File: src/rtl/lt_pkg.sv
// Shared types and helpers for the inverse uniform-breakpoint
// piecewise-linear transformation.
package lt_pkg;

  localparam int NSEG = 16;
  localparam int DSIZE_DEF = 12;

  typedef logic [DSIZE_DEF-1:0] lt_table_t [NSEG];

  typedef enum logic [2:0] {
    IDLE,
    CAL,
    SEARCH,
    DIV,
    ROUND,
    OUT
  } state_t;

  function automatic int clog2(input int v);
    int r;
    r = 0;
    while ((1 << r) < v) r++;
    return r;
  endfunction

endpackage

File: src/rtl/lt_serial_div.sv
// Serial restoring divider: one quotient bit per cycle, MSB first.
// Caller guarantees the numerator high part is below the divisor.
module lt_serial_div
  import lt_pkg::*;
#(
  parameter int DW = 12,
  parameter int QW = 5
) (
  input  logic             clock,
  input  logic             rst_n,
  input  logic             start,
  input  logic [DW+QW-1:0] n,
  input  logic [DW-1:0]    d,
  output logic             busy,
  output logic             done,
  output logic [QW-1:0]    q
);

  localparam int CW = clog2(QW) + 1;

  logic [DW-1:0] rem;
  logic [DW-1:0] dr;
  logic [QW-1:0] nlo;
  logic [CW-1:0] cnt;
  logic [DW:0]   trial;
  logic          ge;

  assign trial = {rem, nlo[QW-1]};
  assign ge    = trial >= {1'b0, dr};
  assign done  = busy && (cnt == CW'(QW - 1));

  always_ff @(posedge clock or negedge rst_n) begin
    if (!rst_n) begin
      rem  <= '0;
      dr   <= '0;
      nlo  <= '0;
      cnt  <= '0;
      busy <= 1'b0;
      q    <= '0;
    end else if (start) begin
      rem  <= n[DW+QW-1:QW];
      nlo  <= n[QW-1:0];
      dr   <= d;
      cnt  <= '0;
      busy <= 1'b1;
      q    <= '0;
    end else if (busy) begin
      rem <= ge ? DW'(trial - {1'b0, dr})
                : DW'(trial);
      nlo <= nlo << 1;
      q   <= (q << 1) | QW'(ge);
      cnt <= cnt + 1'b1;
      if (done) busy <= 1'b0;
    end
  end

endmodule

File: src/rtl/linear_transfomation_inv.sv
// Inverse uniform-breakpoint PWL transform: table check, segment
// search, serial divide and round behind valid/ready handshakes.
module linear_transfomation_inv
  import lt_pkg::*;
#(
  parameter int DSIZE = 12,
  parameter int DM    = 16
) (
  input  logic             clock,
  input  logic             rst_n,
  input  logic             cal_begin,
  output logic             cal_valid,
  output logic             cal_error,
  input  logic [DSIZE-1:0] C00,
  input  logic [DSIZE-1:0] C01,
  input  logic [DSIZE-1:0] C02,
  input  logic [DSIZE-1:0] C03,
  input  logic [DSIZE-1:0] C04,
  input  logic [DSIZE-1:0] C05,
  input  logic [DSIZE-1:0] C06,
  input  logic [DSIZE-1:0] C07,
  input  logic [DSIZE-1:0] C08,
  input  logic [DSIZE-1:0] C09,
  input  logic [DSIZE-1:0] C10,
  input  logic [DSIZE-1:0] C11,
  input  logic [DSIZE-1:0] C12,
  input  logic [DSIZE-1:0] C13,
  input  logic [DSIZE-1:0] C14,
  input  logic [DSIZE-1:0] C15,
  input  logic             in_valid,
  output logic             in_ready,
  input  logic [DSIZE-1:0] in_data,
  output logic             out_valid,
  input  logic             out_ready,
  output logic [DSIZE-1:0] out_data
);

  localparam int LOG2DM = clog2(DM);
  localparam int QW     = LOG2DM + 1;

  state_t state, state_nxt;

  logic [DSIZE-1:0] cin [NSEG];
  logic [DSIZE-1:0] tbl [NSEG];
  logic [3:0]       cal_cnt;
  logic             cal_ok;
  logic             pair_ok;
  logic [DSIZE-1:0] din_q;
  logic [3:0]       seg_k;
  logic [3:0]       k_q;
  logic             lo_sat;
  logic             hi_sat;
  logic [DSIZE-1:0] c_lo;
  logic [DSIZE-1:0] c_hi;
  logic             in_fire;
  logic             out_fire;

  logic [DSIZE+QW-1:0] div_n;
  logic [DSIZE-1:0]    div_d;
  logic                div_start;
  logic                div_busy;
  logic                div_done;
  logic [QW-1:0]       div_q;
  logic [QW-1:0]       q_rnd;

  assign cin[0]  = C00;
  assign cin[1]  = C01;
  assign cin[2]  = C02;
  assign cin[3]  = C03;
  assign cin[4]  = C04;
  assign cin[5]  = C05;
  assign cin[6]  = C06;
  assign cin[7]  = C07;
  assign cin[8]  = C08;
  assign cin[9]  = C09;
  assign cin[10] = C10;
  assign cin[11] = C11;
  assign cin[12] = C12;
  assign cin[13] = C13;
  assign cin[14] = C14;
  assign cin[15] = C15;

  assign in_ready = (state == IDLE) && cal_valid;
  assign in_fire  = in_valid && in_ready;
  assign out_fire = out_valid && out_ready;
  assign pair_ok  = tbl[cal_cnt] < tbl[cal_cnt + 4'd1];

  // Interior segment index: breakpoints at or below the sample.
  always_comb begin
    seg_k = '0;
    for (int i = 1; i < NSEG - 1; i++) begin
      if (tbl[i] <= din_q) seg_k = seg_k + 4'd1;
    end
  end

  assign lo_sat = din_q < tbl[0];
  assign hi_sat = din_q >= tbl[NSEG-1];
  assign c_lo   = tbl[seg_k];
  assign c_hi   = tbl[seg_k + 4'd1];
  assign div_n  = {din_q - c_lo, QW'(0)};
  assign div_d  = c_hi - c_lo;

  assign div_start = (state == SEARCH) && !cal_begin
                  && !lo_sat && !hi_sat && !div_busy;

  // Round half up: q2 is twice the fractional position.
  assign q_rnd = {1'b0, div_q[QW-1:1]} + QW'(div_q[0]);

  lt_serial_div #(
    .DW(DSIZE),
    .QW(QW)
  ) u_div (
    .clock(clock),
    .rst_n(rst_n),
    .start(div_start),
    .n    (div_n),
    .d    (div_d),
    .busy (div_busy),
    .done (div_done),
    .q    (div_q)
  );

  always_ff @(posedge clock or negedge rst_n) begin
    if (!rst_n) state <= IDLE;
    else        state <= state_nxt;
  end

  always_comb begin
    state_nxt = state;
    if (cal_begin) begin
      state_nxt = CAL;
    end else begin
      unique case (state)
        IDLE:   if (in_fire) state_nxt = SEARCH;
        CAL:    if (cal_cnt == 4'(NSEG - 2))
                  state_nxt = IDLE;
        SEARCH: state_nxt = (lo_sat || hi_sat)
                          ? OUT : DIV;
        DIV:    if (div_done) state_nxt = ROUND;
        ROUND:  state_nxt = OUT;
        OUT:    if (out_fire) state_nxt = IDLE;
        default: state_nxt = IDLE;
      endcase
    end
  end

  always_ff @(posedge clock or negedge rst_n) begin
    if (!rst_n) begin
      for (int i = 0; i < NSEG; i++) tbl[i] <= '0;
      cal_cnt   <= '0;
      cal_ok    <= 1'b0;
      cal_valid <= 1'b0;
      cal_error <= 1'b0;
      din_q     <= '0;
      k_q       <= '0;
      out_data  <= '0;
      out_valid <= 1'b0;
    end else if (cal_begin) begin
      for (int i = 0; i < NSEG; i++) tbl[i] <= cin[i];
      cal_cnt   <= '0;
      cal_ok    <= 1'b1;
      cal_valid <= 1'b0;
      cal_error <= 1'b0;
      out_valid <= 1'b0;
    end else begin
      unique case (state)
        IDLE: begin
          if (in_fire) din_q <= in_data;
        end
        CAL: begin
          cal_ok  <= cal_ok && pair_ok;
          cal_cnt <= cal_cnt + 4'd1;
          if (cal_cnt == 4'(NSEG - 2)) begin
            cal_valid <= cal_ok && pair_ok;
            cal_error <= !(cal_ok && pair_ok);
          end
        end
        SEARCH: begin
          k_q <= seg_k;
          if (lo_sat)
            out_data <= '0;
          else if (hi_sat)
            out_data <= DSIZE'(DM * (NSEG - 1));
        end
        ROUND: begin
          out_data <= (DSIZE'(k_q) << LOG2DM)
                    + DSIZE'(q_rnd);
        end
        OUT: begin
          out_valid <= !out_fire;
        end
        default: ;
      endcase
    end
  end

endmodule

File: config.mk
export PLATFORM = sky130hd
export DESIGN_NAME = linear_transfomation_inv
export DESIGN_NICKNAME = d
export VERILOG_FILES = /design/src/rtl/lt_pkg.sv /design/src/rtl/lt_serial_div.sv /design/src/rtl/linear_transfomation_inv.sv
export SDC_FILE = /design/constraint.sdc
export NUM_CORES = 1
export LEC_CHECK = 0
export CELL_PAD_IN_SITES_DETAIL_PLACEMENT = 1
export CELL_PAD_IN_SITES_GLOBAL_PLACEMENT = 1
export CORE_ASPECT_RATIO = 1.75
export CORE_MARGIN = 2
export CORE_UTILIZATION = 43
export CTS_CLUSTER_DIAMETER = 150
export CTS_CLUSTER_SIZE = 10
export DETAILED_ROUTE_END_ITERATION = 10
export GPL_ROUTABILITY_DRIVEN = 0
export PLACE_DENSITY_LB_ADDON = 0.1
export SLEW_MARGIN = 20
export SYNTH_ARGS = -nofsm -noshare
export SYNTH_HDL_FRONTEND = slang
export SYNTH_SLANG_ARGS = --single-unit
File: constraint.sdc
create_clock -name clock -period 29.4 [get_ports clock]
set_input_delay 5.88 -clock clock [delete_from_list [all_inputs] [get_ports clock]]
set_output_delay 5.88 -clock clock [all_outputs]
set_load 0.005 [all_outputs]
==> run summary, run 1 <==
LOGIC SYNTHESIS
-------------------------------------------------------------------------------------
Main flop type after synthesis ......................................... sky130_fd_sc_hd__dfrtp_1
Fraction of the yosys area taken by sequential cells ...................        28.2%
Number of enable-type register cells in the synthesized netlist ........            0
Number of different library cells in the post-synthesis netlist ........           88
Mean area per synthesized cell .........................................    11.4 um^2
Async set or reset register ratio after synthesis ......................         100%
Post-synthesis instance area ...........................................  0.0232 mm^2
Synth Instances ........................................................         2042
Register bit count reported by yosys ...................................          262
Ys Warns ...............................................................            0

WORST SETUP PATH
-------------------------------------------------------------------------------------
Maximum single-stage delay on the critical path ........................      0.88 ns
Arrival time at the worst endpoint .....................................     16.15 ns
Standard cell with the maximum stage delay on the critical path ........ sky130_fd_sc_hd__ha_2
Type of the setup path with the least slack ............................      reg2reg
Critical Path Source Type ..............................................         flop
Library cell appearing most often on the critical path ................. sky130_fd_sc_hd__ha_1
Maximum fanout encountered on the critical timing path .................           34
Required time worst endpoint ...........................................     29.85 ns
Sort of element at the end of the critical path ........................         flop

DRT
-------------------------------------------------------------------------------------
Average wire length per cell after detail routing ......................      29.3 um
DR DRC count ...........................................................            0
First-pass detailed-route iteration total ..............................            5
Vias ...................................................................        19.0k
Vias per cell ..........................................................         6.55
1st-iter DRT viols .....................................................         1342
WL final ...............................................................     85200 um
Remaining antenna violation count after routing ........................            0

CLOCK NETWORK
-------------------------------------------------------------------------------------
Post-CTS Hold Buffers ..................................................            0
Clock sink total .......................................................          262
Post-CTS setup-driven buffer insertion count ...........................            0
Cell at the root of the clock tree ..................................... sky130_fd_sc_hd__clkbuf_16
TritonCTS buffer count .................................................           30
Clock latency reported for the late side of the worst-skew pair ........      0.60 ns
Clock-pin slew of the registers on the worst-case setup and hold paths .      0.06 ns
CTS tree ...............................................................        built
Deepest clock path buffer count ........................................            3
Max H-tree Level .......................................................            1
Post_cts resized .......................................................            0

TIMING
-------------------------------------------------------------------------------------
Final Slew Violations ..................................................            0
Setup skew after layout ................................................    0.0242 ns
Worst Tran Pin Value ...................................................      1.09 ns
Worst slew margin relative to its limit ................................        27.5%
TNS Setup ..............................................................         0 ns
Crit share post-route ..................................................        53.4%
Endpoints failing setup ................................................            0
Maximum frequency from static timing analysis ..........................     63.7 MHz
Shortest period the worst path allows ..................................     15.70 ns
Setup repair after global routing missed its margin ....................           no
Final Hold Fails .......................................................            0

FLOORPLANNING
-------------------------------------------------------------------------------------
Placement Rows .........................................................          112
DIE AREA ...............................................................  0.0559 mm^2
Horiz. Die Dim .........................................................       180 um
Initial standard-cell utilization of the core ..........................        43.5%
Core Footprint .........................................................  0.0534 mm^2
Vertical die dimension .................................................       311 um
Top Ports ..............................................................          225

RUN STATUS
-------------------------------------------------------------------------------------
Result of the run ...................................................... finished, final reports clean

FINISH
-------------------------------------------------------------------------------------
Layout Nets ............................................................         2681
Area delta synth->final ................................................        15.9%
Share of final-layout standard cells stronger than drive strength 1 ....        22.5%

PLACE
-------------------------------------------------------------------------------------
Half-perimeter wire length after detailed placement ....................     65100 um
Number of port buffers .................................................          221

HOLD PATH
-------------------------------------------------------------------------------------
Min-Delay Path Class ...................................................      reg2reg

GRT
-------------------------------------------------------------------------------------
First-pass GRT wire length .............................................    128000 um
Overall global routing resource usage ..................................        30.1%
Largest net degree at the start of global routing ......................           93
Global route overflow ..................................................            0
Number of antenna violations at the first check in global routing ......            1
Via count of the first global-routing pass .............................        20.7k

RUN
-------------------------------------------------------------------------------------
Max-Cap Viols ..........................................................            0

-- cell families after synthesis --
| logic type | after synthesis | share of synthesized area, % |
|---|---|---|
| compound gates | 388 | 10.4 |
| xor+xnor | 81 | 3.80 |
| fa+ha+maj | 255 | 13.8 |
| buf+inv | 209 | 3.52 |
| flops | 262 | 28.2 |
| mux | 445 | 31.9 |
| other cells | 1 | 0.0162 |
| simple gates | 401 | 8.42 |
-- metal layers --
metal / global-route usage [%] / wire [um]
met5: 0 / 13
met4: 15.8 / 5330
met3: 3.53 / 4780
met2: 54.2 / 43800
met1: 34.9 / 31300
-- worst paths after layout --
| check | cells after the start | slack [ns] | startpoint | end |
|---|---|---|---|---|
| max | 61 | 13.70 | din_q[5]$_DFFE_PN0P_ | u_div.dr[9]$_DFFE_PN0P_ |
| min | 2 | 0.48 | u_div.dr[2]$_DFFE_PN0P_ | u_div.dr[2]$_DFFE_PN0P_ |
| max reg2reg | 61 | 13.70 | din_q[5]$_DFFE_PN0P_ | u_div.dr[9]$_DFFE_PN0P_ |
| min reg2reg | 2 | 0.48 | u_div.dr[2]$_DFFE_PN0P_ | u_div.dr[2]$_DFFE_PN0P_ |
| max in group asynchronous | 3 | 21.91 | rst_n | cal_cnt[0]$_DFFE_PN0P_ |
| min in group asynchronous | 1 | 5.28 | rst_n | tbl[0]$_DFFE_PN0P_ |
-- registers in the layout, indices dropped and copies added (netlist names) --
signal	flops
u_div.rem	12
k_q	4
din_q	12
cal_error	1
u_div.cnt	4
out_valid	1
u_div.dr	12
cal_valid	1
u_div.q	5
cal_ok	1
state	3
cal_cnt	4
tbl	192
out_data	9
u_div.busy	1
-- cells in the final DEF, fill, tap and decap left out, types with 30 or more instances in the layout --
cell type,synthesis,final
sky130_fd_sc_hd__dfrtp_1,262,260
sky130_fd_sc_hd__ha_1,253,251
sky130_fd_sc_hd__clkdlybuf4s50_1,0,219
sky130_fd_sc_hd__mux4_2,213,213
sky130_fd_sc_hd__mux2_2,192,192
sky130_fd_sc_hd__nand2_1,139,139
sky130_fd_sc_hd__a21oi_1,116,116
sky130_fd_sc_hd__o21ai_0,116,116
sky130_fd_sc_hd__inv_1,102,102
sky130_fd_sc_hd__nor2_1,77,77
sky130_fd_sc_hd__nand4_1,45,45
sky130_fd_sc_hd__xnor2_1,43,41
sky130_fd_sc_hd__mux2i_1,37,37
sky130_fd_sc_hd__a21o_1,36,36
sky130_fd_sc_hd__nor2b_1,34,34
sky130_fd_sc_hd__clkbuf_16,0,30
-- through the flow --
step,cells,instance area (um^2),hold slack (ns),setup slack (ns),utilization [%]
CTS,2904,26900,0.481,13.91,50.4
global placement,2870,26100,0.467,14.71,48.9
global route,2904,26900,0.507,13.05,50.4
detailed placement,2870,26100,0.468,13.97,48.9
floorplan,2044,23200,0.450,15.87,-
finish,2905,26900,0.482,13.70,50.4
-- layout make-up --
| cell class | instances | area (um^2) |
|---|---|---|
| fillers | 5642 | 26500 |
| multi-input cells | 1573 | 15900 |
| flip-flops and latches | 262 | 6560 |
| repair buffers | 245 | 2400 |
| well taps | 684 | 856 |
| clock buffers | 32 | 758 |
| inverters | 106 | 400 |
| clock inverters | 2 | 25.0 |
| diodes | 1 | 2.50 |
-- Yosys cell counts (3+ instances only) --
| master | number | area (um^2) |
|---|---|---|
| sky130_fd_sc_hd__a211oi_1 | 25 | 188 |
| sky130_fd_sc_hd__xnor2_1 | 43 | 377 |
| sky130_fd_sc_hd__and4_1 | 6 | 52.6 |
| sky130_fd_sc_hd__or3_1 | 3 | 18.8 |
| sky130_fd_sc_hd__and3_1 | 10 | 62.6 |
| sky130_fd_sc_hd__nand4_1 | 45 | 282 |
| sky130_fd_sc_hd__buf_4 | 4 | 30.0 |
| sky130_fd_sc_hd__buf_1 | 23 | 86.3 |
| sky130_fd_sc_hd__o21ai_0 | 116 | 581 |
| sky130_fd_sc_hd__a21oi_1 | 116 | 581 |
| sky130_fd_sc_hd__or2_2 | 3 | 18.8 |
| sky130_fd_sc_hd__mux4_2 | 213 | 4800 |
| sky130_fd_sc_hd__nor2_1 | 77 | 289 |
| sky130_fd_sc_hd__a221o_1 | 4 | 40.0 |
| sky130_fd_sc_hd__nor3_1 | 18 | 90.1 |
| sky130_fd_sc_hd__a22oi_1 | 3 | 22.5 |
| sky130_fd_sc_hd__xnor2_4 | 4 | 110 |
| sky130_fd_sc_hd__ha_1 | 253 | 3170 |
| sky130_fd_sc_hd__nand3_1 | 26 | 130 |
| sky130_fd_sc_hd__and2_1 | 6 | 37.5 |
| sky130_fd_sc_hd__o21a_1 | 7 | 52.6 |
| sky130_fd_sc_hd__mux2i_1 | 37 | 370 |
| sky130_fd_sc_hd__o21ai_1 | 8 | 40.0 |
| sky130_fd_sc_hd__o211ai_1 | 12 | 90.1 |
| sky130_fd_sc_hd__o22ai_1 | 7 | 43.8 |
| sky130_fd_sc_hd__dfrtp_1 | 262 | 6560 |
| sky130_fd_sc_hd__o31ai_1 | 5 | 37.5 |
| sky130_fd_sc_hd__o21bai_1 | 7 | 52.6 |
| sky130_fd_sc_hd__a221oi_1 | 3 | 26.3 |
| sky130_fd_sc_hd__a211o_1 | 4 | 35.0 |
| sky130_fd_sc_hd__a21o_1 | 36 | 270 |
| sky130_fd_sc_hd__mux2_2 | 192 | 2160 |
| sky130_fd_sc_hd__nand3b_1 | 3 | 22.5 |
| sky130_fd_sc_hd__nand2_1 | 139 | 522 |
| sky130_fd_sc_hd__nand2b_1 | 19 | 119 |
| sky130_fd_sc_hd__buf_2 | 6 | 30.0 |
| sky130_fd_sc_hd__inv_1 | 102 | 383 |
| sky130_fd_sc_hd__a21boi_0 | 4 | 30.0 |
| sky130_fd_sc_hd__xor2_1 | 26 | 228 |
| sky130_fd_sc_hd__clkbuf_1 | 69 | 259 |
| sky130_fd_sc_hd__a31oi_1 | 5 | 31.3 |
| sky130_fd_sc_hd__nor2b_1 | 34 | 213 |
-- worst max-delay path, delay by kind of cell, from the launching register on --
family                   cells  cell delay (ns)
AND/OR/NAND/NOR             14             1.71
AO/OA/AOI/OAI               19             4.27
flip-flops                   1             0.43
adder cells (fa/ha/maj)     16             5.68
multiplexers                 4             1.28
XOR/XNOR                     2             0.44
buffers and inverters        6             1.66
Power of run 1 is not shown: default switching activity piles up to over one toggle a cycle in this logic, so the estimate is an artifact.
==> run 2: changes to the inputs <==
==> constraint.sdc (replaced) <==
create_clock -name clock -period 14 [get_ports clock]
set_input_delay 2.8 -clock clock [delete_from_list [all_inputs] [get_ports clock]]
set_output_delay 2.8 -clock clock [all_outputs]
set_load 0.005 [all_outputs]
==> run summary, run 2 (synthesis results as in run 1) <==
FINISH
-------------------------------------------------------------------------------------
Most flop-heavy register ...............................................          tbl
Share of final-layout standard cells stronger than drive strength 1 ....        23.3%   +0.82 points
Layout Nets ............................................................         2702   +0.78%
Number of flip-flops in the largest register ...........................          192   unchanged
Antenna diode count ....................................................            0   -1
Number of fillers in the final layout ..................................         5696   +0.96%
Area delta synth->final ................................................        16.9%
Layout Cell Area excl Fill .............................................  0.0271 mm^2   +0.86%
Top library cells by usage in the layout, fill and taps aside .......... sky130_fd_sc_hd__dfrtp_1, sky130_fd_sc_hd__ha_1, sky130_fd_sc_hd__clkdlybuf4s50_1
Most frequent standard cell in the layout excluding fill and tap cells . sky130_fd_sc_hd__dfrtp_1
Final core utilization .................................................        50.8%   +0.44 points

WORST SETUP PATH
-------------------------------------------------------------------------------------
Capturing point of the worst reg2reg path .............................. u_div.dr[8]$_DFFE_PN0P_
Worst-case register-to-register setup slack ............................      0.68 ns   -13.02 ns
Library cell appearing most often on the critical path ................. sky130_fd_sc_hd__ha_1
Maximum single-stage delay on the critical path ........................      0.55 ns   -0.33 ns
Type of the setup path with the least slack ............................      reg2reg
Required time worst endpoint ...........................................     14.53 ns   -15.32 ns
CP bufs+invs ...........................................................            6   unchanged
Endpoint of the most critical setup path ............................... u_div.dr[8]$_DFFE_PN0P_
Critical Path Source Type ..............................................         flop
Maximum fanout encountered on the critical timing path .................           34   unchanged
Arrival time at the worst endpoint .....................................     13.85 ns   -2.30 ns
Number of cells on the worst reg-to-reg path ...........................           60   -1.6%
Crit. Startpoint ....................................................... din_q[6]$_DFFE_PN0P_
CP top delay family ....................................................  adder cells
Sort of element at the end of the critical path ........................         flop
Stages on the worst setup path .........................................           60   -1.6%
Standard cell with the maximum stage delay on the critical path ........ sky130_fd_sc_hd__mux4_2
Worst r2r src .......................................................... din_q[6]$_DFFE_PN0P_

DRT
-------------------------------------------------------------------------------------
Vias ...................................................................        19.0k   +0.0053%
Remaining antenna violation count after routing ........................            0   unchanged
First-pass detailed-route iteration total ..............................            6   +1
Vias per cell ..........................................................         6.50   -0.68%
Average wire length per cell after detail routing ......................      29.0 um   -1.0%
DR DRC count ...........................................................            0   unchanged
1st-iter DRT viols .....................................................         1246   -7.2%
WL final ...............................................................     84900 um   -0.34%

PLACE
-------------------------------------------------------------------------------------
Half-perimeter wire length after detailed placement ....................     65700 um   +0.89%
Cell Area, Placed ......................................................  0.0262 mm^2   +0.27%
Number of port buffers .................................................          221   unchanged

TIMING
-------------------------------------------------------------------------------------
Setup repair after global routing missed its margin ....................           no
Setup skew after layout ................................................    0.0250 ns   +0.000775 ns
Final Hold Fails .......................................................            0   unchanged
Worst Tran Pin Value ...................................................      1.06 ns   -0.0315 ns
Shortest period the worst path allows ..................................     13.32 ns   -2.38 ns
Final Slew Violations ..................................................            0   unchanged
Tightest hold margin ...................................................     0.485 ns   +0.00271 ns
TNS Setup ..............................................................         0 ns   unchanged
Endpoints failing setup ................................................            0   unchanged
Worst slew margin relative to its limit ................................        29.5%   +2.0 points
Crit share post-route ..................................................        95.2%   +42 points
Maximum frequency from static timing analysis ..........................     75.1 MHz   +18%

CLOCK NETWORK
-------------------------------------------------------------------------------------
Max H-tree Level .......................................................            1   unchanged
Deepest clock path buffer count ........................................            3   unchanged
Post-CTS Hold Buffers ..................................................            0   unchanged
CTS tree ...............................................................        built
Clock sink total .......................................................          262   unchanged
Clock-pin slew of the registers on the worst-case setup and hold paths .      0.06 ns   about the same
TritonCTS buffer count .................................................           30   unchanged
Clock latency reported for the late side of the worst-skew pair ........      0.62 ns   +0.02 ns
Cell at the root of the clock tree ..................................... sky130_fd_sc_hd__clkbuf_16

RUN STATUS
-------------------------------------------------------------------------------------
Result of the run ...................................................... finished, final reports clean

HOLD PATH
-------------------------------------------------------------------------------------
Min-Delay Path Class ...................................................      reg2reg

FLOORPLANNING
-------------------------------------------------------------------------------------
Top Ports ..............................................................          225   unchanged
DIE AREA ...............................................................  0.0559 mm^2   unchanged
Initial standard-cell utilization of the core ..........................        43.5%   unchanged
Vertical die dimension .................................................       311 um   unchanged
Horiz. Die Dim .........................................................       180 um   unchanged
Core Footprint .........................................................  0.0534 mm^2   unchanged
Placement Rows .........................................................          112   unchanged

GRT
-------------------------------------------------------------------------------------
Global route overflow ..................................................            0   unchanged
Number of antenna violations at the first check in global routing ......            0   -1
Via count of the first global-routing pass .............................        20.5k   -1.0%
Largest net degree at the start of global routing ......................           97   +4.3%
Overall global routing resource usage ..................................        29.9%   -0.15 points
First-pass GRT wire length .............................................    127000 um   -0.87%

RUN
-------------------------------------------------------------------------------------
Max-Cap Viols ..........................................................            0   unchanged

==> run 2: cell types whose count changed in the layout (fill, tap and decap cells not counted), sizes merged <==
cell      before  now
clkbuf        33   34
buf           25   44
diode          1    0
xnor3          4    5
clkinvlp       0    2
inv          105  103
==> run 2: worst min-delay path by stage <==
stage	start	endpoint	slack, ns	depth (start not counted)
final	out_data[4]$_DFFE_PN0P_	out_data[4]$_DFFE_PN0P_	0.48	1
after CTS	out_data[5]$_DFFE_PN0P_	out_data[5]$_DFFE_PN0P_	0.49	1
after detailed placement	out_data[5]$_DFFE_PN0P_	out_data[5]$_DFFE_PN0P_	0.47	1
after global placement	out_data[1]$_DFFE_PN0P_	out_data[1]$_DFFE_PN0P_	0.47	2
after floorplan	u_div.dr[2]$_DFFE_PN0P_	u_div.dr[2]$_DFFE_PN0P_	0.45	2
after global routing	out_data[4]$_DFFE_PN0P_	out_data[4]$_DFFE_PN0P_	0.50	1
==> run 2: metrics by stage <==
| step | instances | setup slack, ns |
|---|---|---|
| after floorplan | 2044 | 0.466 |
| after global placement | 2880 | 1.07 |
| after detailed placement | 2880 | 0.404 |
| after CTS | 2914 | 0.356 |
| after global routing | 2925 | 0.0318 |
| final | 2925 | 0.677 |
==> run 2: metal layers <==
| metal | vias to the layer above | GRT usage (%) | wire length [um] |
|---|---|---|---|
| li1 | 8187 | - | - |
| met4 | 0 | 16.8 | 5910 |
| met1 | 9736 | 34.5 | 30900 |
| met5 | - | 0 | 0 |
| met3 | 270 | 3.66 | 4750 |
| met2 | 834 | 53.6 | 43300 |
==> run 2: cell type report <==
type | count | area [um^2] | area share, %
clock buffer | 32 | 758 | 2.79
tap | 684 | 856 | 3.15
timing repair buffer | 265 | 2580 | 9.53
sequential | 262 | 6560 | 24.2
inverter | 106 | 408 | 1.50
multi-input combinational | 1574 | 15900 | 58.7
clock inverter | 2 | 38.8 | 0.143
==> run 2: repair_timing <==
action	in CTS	in global routing
endpoints found under the setup margin	0	13
buffers inserted	0	10
resized for setup	0	11
hold endpoints to repair	0	0
==> run 2: worst register-to-register path: cells and delay by family (launching register included) <==
kind	cells	cell delay, ns
multiplexers	4	1.26
adder cells (fa/ha/maj)	15	4.67
XOR/XNOR	3	0.58
flip-flops	1	0.46
buffers and inverters	6	1.05
AO/OA/AOI/OAI	18	3.76
AND/OR/NAND/NOR	14	1.49
Power of run 2 is left out for the same reason.
